$ cat src/rtl/pulse_period_capture.sv
// Input-capture timer: measures clk cycles between consecutive synchronized rising edges of
// pulse_in and publishes each interval with a one-cycle strobe and a sticky overflow flag.
module pulse_period_capture #(
  parameter int WIDTH       = 20,
  parameter int SYNC_STAGES = 2
) (
  input  logic             clk,
  input  logic             rst_n,
  input  logic             enable,
  input  logic             pulse_in,
  input  logic             clear_ovf,
  output logic [WIDTH-1:0] period,
  output logic             period_valid,
  output logic             overflow,
  output logic             armed
);

  typedef enum logic [1:0] {
    IDLE = 2'd0,
    ARM  = 2'd1,
    MEAS = 2'd2
  } state_e;

  localparam logic [WIDTH-1:0] CNT_MAX = {WIDTH{1'b1}};
  localparam logic [WIDTH-1:0] CNT_ONE = {{(WIDTH-1){1'b0}}, 1'b1};

  state_e                 state_q, state_d;
  logic [SYNC_STAGES-1:0] sync_q, sync_d;
  logic                   sync_dly_q, sync_dly_d;
  logic [WIDTH-1:0]       cnt_q, cnt_d;
  logic [WIDTH-1:0]       period_q, period_d;
  logic                   valid_q, valid_d;
  logic                   ovf_q, ovf_d;
  logic                   armed_q, armed_d;
  logic                   rise_s;
  logic                   ovf_set_s;

  assign sync_d     = {sync_q[SYNC_STAGES-2:0], pulse_in};
  assign sync_dly_d = sync_q[SYNC_STAGES-1];
  assign rise_s     = sync_q[SYNC_STAGES-1] & ~sync_dly_q;

  // Next-state, counter, capture and flag logic; disable overrides everything including a rise.
  always_comb begin
    state_d   = state_q;
    cnt_d     = cnt_q;
    period_d  = period_q;
    valid_d   = 1'b0;
    ovf_d     = ovf_q;
    ovf_set_s = 1'b0;
    if (!enable) begin
      state_d = IDLE;
      cnt_d   = '0;
    end else begin
      case (state_q)
        IDLE: begin
          cnt_d   = '0;
          state_d = ARM;
        end
        ARM: begin
          if (rise_s) begin
            cnt_d   = CNT_ONE;
            state_d = MEAS;
          end else begin
            cnt_d = '0;
          end
        end
        MEAS: begin
          if (rise_s) begin
            // A saturated count is captured as-is, so the period clamps rather than wraps.
            period_d = cnt_q;
            valid_d  = 1'b1;
            cnt_d    = CNT_ONE;
          end else if (cnt_q != CNT_MAX) begin
            cnt_d     = cnt_q + CNT_ONE;
            ovf_set_s = ((cnt_q + CNT_ONE) == CNT_MAX);
          end else begin
            cnt_d = cnt_q;
          end
        end
        default: begin
          state_d = IDLE;
          cnt_d   = '0;
        end
      endcase
    end
    if (ovf_set_s) begin
      ovf_d = 1'b1;
    end else if (clear_ovf) begin
      ovf_d = 1'b0;
    end else begin
      ovf_d = ovf_q;
    end
    armed_d = (state_d != IDLE);
  end

  // State, synchronizer and output registers.
  always_ff @(posedge clk or negedge rst_n) begin
    if (!rst_n) begin
      state_q    <= IDLE;
      sync_q     <= '0;
      sync_dly_q <= 1'b0;
      cnt_q      <= '0;
      period_q   <= '0;
      valid_q    <= 1'b0;
      ovf_q      <= 1'b0;
      armed_q    <= 1'b0;
    end else begin
      state_q    <= state_d;
      sync_q     <= sync_d;
      sync_dly_q <= sync_dly_d;
      cnt_q      <= cnt_d;
      period_q   <= period_d;
      valid_q    <= valid_d;
      ovf_q      <= ovf_d;
      armed_q    <= armed_d;
    end
  end

  assign period       = period_q;
  assign period_valid = valid_q;
  assign overflow     = ovf_q;
  assign armed        = armed_q;

endmodule

$ cat config.mk
export PLATFORM = sky130hd
export DESIGN_NAME = pulse_period_capture
export DESIGN_NICKNAME = d
export VERILOG_FILES = /design/src/rtl/pulse_period_capture.sv
export SDC_FILE = /design/constraint.sdc
export NUM_CORES = 1
export LEC_CHECK = 0
export CORE_MARGIN = 3
export CORE_UTILIZATION = 50
export CTS_CLUSTER_SIZE = 24
export DETAILED_ROUTE_END_ITERATION = 8
export PLACE_DENSITY = 0.79
export SLEW_MARGIN = 20
export SYNTH_ARGS = -nofsm -noshare
export SYNTH_HDL_FRONTEND = slang
export SYNTH_SLANG_ARGS = --single-unit
$ cat constraint.sdc
create_clock -name clk -period 1.9 [get_ports clk]
set_input_delay 0.285 -clock clk [delete_from_list [all_inputs] [get_ports clk]]
set_output_delay 0.285 -clock clk [all_outputs]
set_load 0.02 [all_outputs]
After elaboration in Yosys (flattened, before gate mapping)

Cells that the tools add are included.

Flip-flop bits (word level): 48
Output and inout port bits: 23

Add/sub/neg operators: 1
Eq/ne operators: 5
Multiplexer cells: 17
Bitwise gates (word level): 2
Reductions and logical operators: 4

Operator list:

| operator                | count |
|---|---|
| $mux W20                | 3 |
| $pmux W20 S2            | 1 |
| $add A20 B1 Y20 const B | 1 |
| $eq A20 B20 Y1 const B  | 1 |
| $ne A20 B20 Y1 const B  | 1 |
| $mux W1                 | 10 |
| $pmux W2 S3             | 1 |
| $mux W2                 | 2 |
| $ne A4 B4 Y1 const B    | 1 |
| $reduce_bool A2 Y1      | 2 |
| $reduce_and A3 Y1       | 1 |
| $eq A2 B1 Y1 const B    | 1 |
| $eq A2 B2 Y1 const B    | 1 |
| $logic_not A2 Y1        | 1 |
| $and A1 B1 Y1           | 1 |
| $not A1 Y1              | 1 |

Longest topological paths before layout

Depth after elaboration: 7
Depth in mapped cells: 8

Worst setup path after synthesis

Ideal clock, no wire load.

Path kind: reg2reg
From: register cnt_q[1]
To: register cnt_q[10]
Data arrival time: 1,751 ps
Data required time: 1,763 ps
Setup slack: 13 ps
Stages on the path, launching flop included: 9
Buffers on the path: 2
Period minus slack after synthesis: 1,887 ps
Path through: dfrtp_1 > ha_1 > buf_2 > nand3_1 > nor3_1 > nand4_1 > nand3_1 > clkbuf_2 > o21ai_0

Cells in the longest elaborated chain, start to end: 5
Elaborated cells on any way between the ends: 7
Those cells by class: 1 x add/sub; 2 x eq/ne; 4 x mux

RTL lines:

| what                     | RTL line | text |
|---|---|---|
| start: declaration       | 30       | `logic [WIDTH-1:0] cnt_q, cnt_d;` |
| start signal: assignment | 111      | `cnt_q <= cnt_d;` |
| $add A20 B1 Y20          | 74       | `cnt_d = cnt_q + CNT_ONE;` |
| $mux W20                 | 73       | `end else if (cnt_q != CNT_MAX) begin` |
| $mux W20                 | 68       | `if (rise_s) begin` |
| $pmux W20 S2             | 54       | `case (state_q)` |
| $mux W20                 | 50       | `if (!enable) begin` |

Parallel ways exist; a longest one is shown, timed or not. The select of a mux whose other input is x is not followed.
A chain may end at the register's enable or synchronous reset.

Worst setup path after layout

From: register cnt_q[9]
To: register ovf_q (netlist: overflow)

Cells in the longest elaborated chain, start to end: 7
Elaborated cells on any way between the ends: 9
Those cells by class: 1 x add/sub; 2 x eq/ne; 5 x mux; 1 x reduce/logical

RTL lines:

| what                                                 | RTL line | text |
|---|---|---|
| $add A20 B1 Y20                                      | 75       | `ovf_set_s = ((cnt_q + CNT_ONE) == CNT_MAX);` |
| $eq A20 B20 Y1                                       | 75       |  |
| $mux W1 *                                            | 73       |  |
| $mux W1 *                                            | 68       |  |
| $mux W1 *                                            | 54       |  |
| $mux W1 *                                            | 50       |  |
| $mux W1 / $reduce_bool A2 Y1 (equally long branches) | n/a      |  |
| end signal: assignment                               | 114      | `ovf_q <= ovf_d;` |
| end: declaration                                     | 33       | `logic ovf_q, ovf_d;` |

Mark *: on every way between the ends. The rest lies on a longest branch, timed or not.

==> flow_metrics.env <==
export IMPL_io_pins=28
export IMPL_clkPwrFrac_pct=36.2
export IMPL_finalCritPeriodShare_pct=95.6
export IMPL_grt_usage_pct=20.9
export IMPL_grt_max_degree=24
export IMPL_clockRootBuffer="clkbuf_8"
export IMPL_start_util_pct=52.6
export IMPL_hold_class="reg2reg"
export IMPL_die_area_sq_mm=0.00553
export IMPL_hold_violations=0
export IMPL_internal_power_mw=1.37
export IMPL_cts_buffers=5
export IMPL_syn_inst=255
export IMPL_ys_warn_count=0
export IMPL_place_hpwl_um=3890
export IMPL_start_kind="flop"
export IMPL_rr_worst_depth=6
export IMPL_clock_fmax_ghz=0.551
export IMPL_min_to="sync_q[1]"
export IMPL_grt_pass1_wl_um=8850
export IMPL_drive_above_1_share_pct=18.2
export IMPL_power_leakage_nw=1.35
export IMPL_synth_seq_cells=48
export IMPL_synth_distinct_cells=40
export IMPL_post_route_drc_count=0
export IMPL_cp_arrival_ns=2.02
export IMPL_core_sq_mm=0.00444
export IMPL_holdWs_ns=0.367
export IMPL_drv_slew=0
export IMPL_fillers=352
export IMPL_clk_latency_ns=0.30
export IMPL_gp_congestion=0.975
export IMPL_overflow=0
export IMPL_criticalPathCategory="reg2reg"
export IMPL_dpl_instance_area_sq_mm=0.00286
export IMPL_timing_final_crit_period_ns=1.82
export IMPL_fin_worst_skew_ns=0.00533
export IMPL_setup_ws_ns=0.0836
export IMPL_combPwrFrac_pct=5.6
export IMPL_synth_top_area_share_pct=51.4
export IMPL_firstDrtPassIters=4
export IMPL_cts_path_max_buffers=2
export IMPL_yosysTopAreaCell="dfrtp_1"
export IMPL_pre_cts_slack_ns=0.0408
export IMPL_worstHoldStart="sync_q[0]"
export IMPL_reg2reg_from="cnt_q[9]"
export IMPL_run_status="finished, final reports clean"
export IMPL_avgSynthCellArea_sq_um=9.17
export IMPL_diodes=0
export IMPL_final_cell_area_sq_mm=0.00306
export IMPL_switchingPower_mw=0.414
export IMPL_synthToLayoutAreaGrowth_pct=30.8
export IMPL_ant_nets=0
export IMPL_whs_path_depth=0
export IMPL_vias=2007
export IMPL_drv_cap=0
export IMPL_grt_pass1_vias=1843
export IMPL_htreeDepth=2
export IMPL_die_x_um=74.4
export IMPL_synth_area_leaders="dfrtp_1 51%, nand2_1 11%, o21ai_0 4.5%, xnor2_1 3.7%, ha_1 3.2%"
export IMPL_path_clk_slew_ns=0.09
export IMPL_powerDensity_mw_per_mm2=582
export IMPL_port_buffers=27
export IMPL_path_max_fanout=5
export IMPL_nNetsFinal=323
export IMPL_drtIter0Drc=114
export IMPL_wl_per_cell_um=15.2
export IMPL_routed_wl_um=5560
export IMPL_vdd_ir_drop_max_mv=0.329
export IMPL_yosysSeqAreaShare_pct=51.4
export IMPL_power_frac_seq_pct=58.2
export IMPL_worstMarginPinSlew_ns=0.483
export IMPL_die_h_um=74.4
export IMPL_synth_area_sq_mm=0.00234
export IMPL_syn_num_nets=266
export IMPL_reg2reg_to="overflow"
export IMPL_num_rows=24
export IMPL_relSlewSlack_pct=67.6
export IMPL_cts_tree="yes"
export IMPL_clock_sink_count=48
export IMPL_vias_per_cell=5.50
export IMPL_setup_viol=0
export IMPL_required_ns=2.10
export IMPL_antenna_found_initial=0
export IMPL_rrSetupSlack_ns=0.08
export IMPL_endpoint_kind="flop"
export IMPL_p_sw_share_pct=23.3
-- cell families (layout without fill, tap and decap cells) --
group,after synthesis,count (layout),share of synthesized area (%)
multiplexers,3,3,1.34
flip-flops,48,48,51.4
AO/OA/AOI/OAI,37,37,9.37
buffers and inverters,21,79,3.75
AND/OR/NAND/NOR,123,123,24.6
adder cells (fa/ha/maj),6,6,3.21
XOR/XNOR,17,17,6.37
-- power groups by stage --
stage	clock network [mW]	logic, mW	registers, mW
floorplan	0	0.0333	1.06
global placement	0	0.0864	1.06
detailed placement	0	0.0870	1.06
CTS	0.658	0.0894	1.04
global route	0.705	0.111	1.04
finish	0.645	0.0989	1.04
-- timing repair --
item                                    4_1_cts  5_1_grt
hold buffers                                  1        0
endpoints found under the setup margin        0       20
gates resized for setup                       0       14
endpoints found under the hold margin        19        0
buffers inserted                              0        3
-- layout by cell type (no fill, tap or decap), drive strengths merged, types with 2 or more instances in the layout --
master,count
nand4b,2
inv,7
nand2,70
nand4,6
clkinvlp,2
nor3,8
mux2i,2
o21ai,21
xnor2,10
dfrtp,48
ha,6
a31oi,2
nand3b,2
nor2,9
nor4,4
clkbuf,6
a21oi,5
clkdlybuf4s50,26
buf,36
xor2,7
nand3,12
and2,2
nand2b,2
-- registers in the layout (all words and copies together) (netlist names) --
| register | cells |
|---|---|
| period_valid | 1 |
| sync_q | 2 |
| cnt_q | 20 |
| armed | 1 |
| sync_dly_q | 1 |
| overflow | 1 |
| state_q | 2 |
| period | 20 |
-- worst max-delay path, stage by stage (launching register included) --
cell and delay [ns]:
dfrtp_1 0.43, nand4_1 0.20, buf_4 0.21, nor4_1 0.34
xnor2_1 0.21, nor3_1 0.09, a32o_1 0.23
-- cell usage after synthesis (all sizes together) --
cell	n
nand2	70
dfrtp	48
o21ai	21
nand3	12
xnor2	10
nor2	9
nor3	8
clkbuf	7
inv	7
xor2	7
buf	6
ha	6
nand4	6
a21oi	5
nor4	4
a31oi	2
and2	2
mux2i	2
nand2b	2
nand3b	2
nand4b	2
a2111oi	1
a21o	1
a22o	1
a32o	1
a32oi	1
clkinv	1
mux2	1
nor2b	1
nor3b	1
nor4b	1
o211a	1
o21bai	1
o22ai	1
o31a	1
or2	1
or3b	1
or4	1
-- layout make-up --
cell class	instances	area [sq um]	area share, %
clock buffer	6	82.6	2.70
timing repair buffer	63	552	18.1
clock inverter	2	15.0	0.491
inverter	8	30.0	0.982
multi-input combinational	186	1110	36.3
tap	52	65.1	2.13
sequential	48	1200	39.3
-- per-stage QoR --
stage / cells / util [%] / total power [mW] / TNS (ns)
2_1_floorplan: 255 / - / 1.09 / 0
3_5_place_dp: 352 / 64.2 / 1.14 / 0
6_report: 365 / 68.8 / 1.78 / 0
4_1_cts: 361 / 66.7 / 1.78 / 0
3_3_place_gp: 352 / 64.2 / 1.14 / 0
5_1_grt: 365 / 68.8 / 1.85 / -0.137
-- worst max path at each step --
stage                   start   endpoint  slack (ns)  cells after the start
finish               cnt_q[9]   overflow        0.08                      6
global route        cnt_q[11]  cnt_q[11]       -0.04                      6
CTS                  cnt_q[0]   overflow       0.007                      7
detailed placement     enable   overflow        0.04                      6
global placement     cnt_q[0]   overflow        0.07                      6
floorplan            cnt_q[1]  cnt_q[10]        0.01                      8
-- metal layers --
metal  GRT usage [%]  part of all wire, %  up-vias
met4            6.52                  2.3        0
met2            33.3                   48       83
met5               0                    0        -
li1                -                    -      972
met1            28.7                   43      937
met3            4.19                  6.0       15
(Power assumes the default switching activity.)
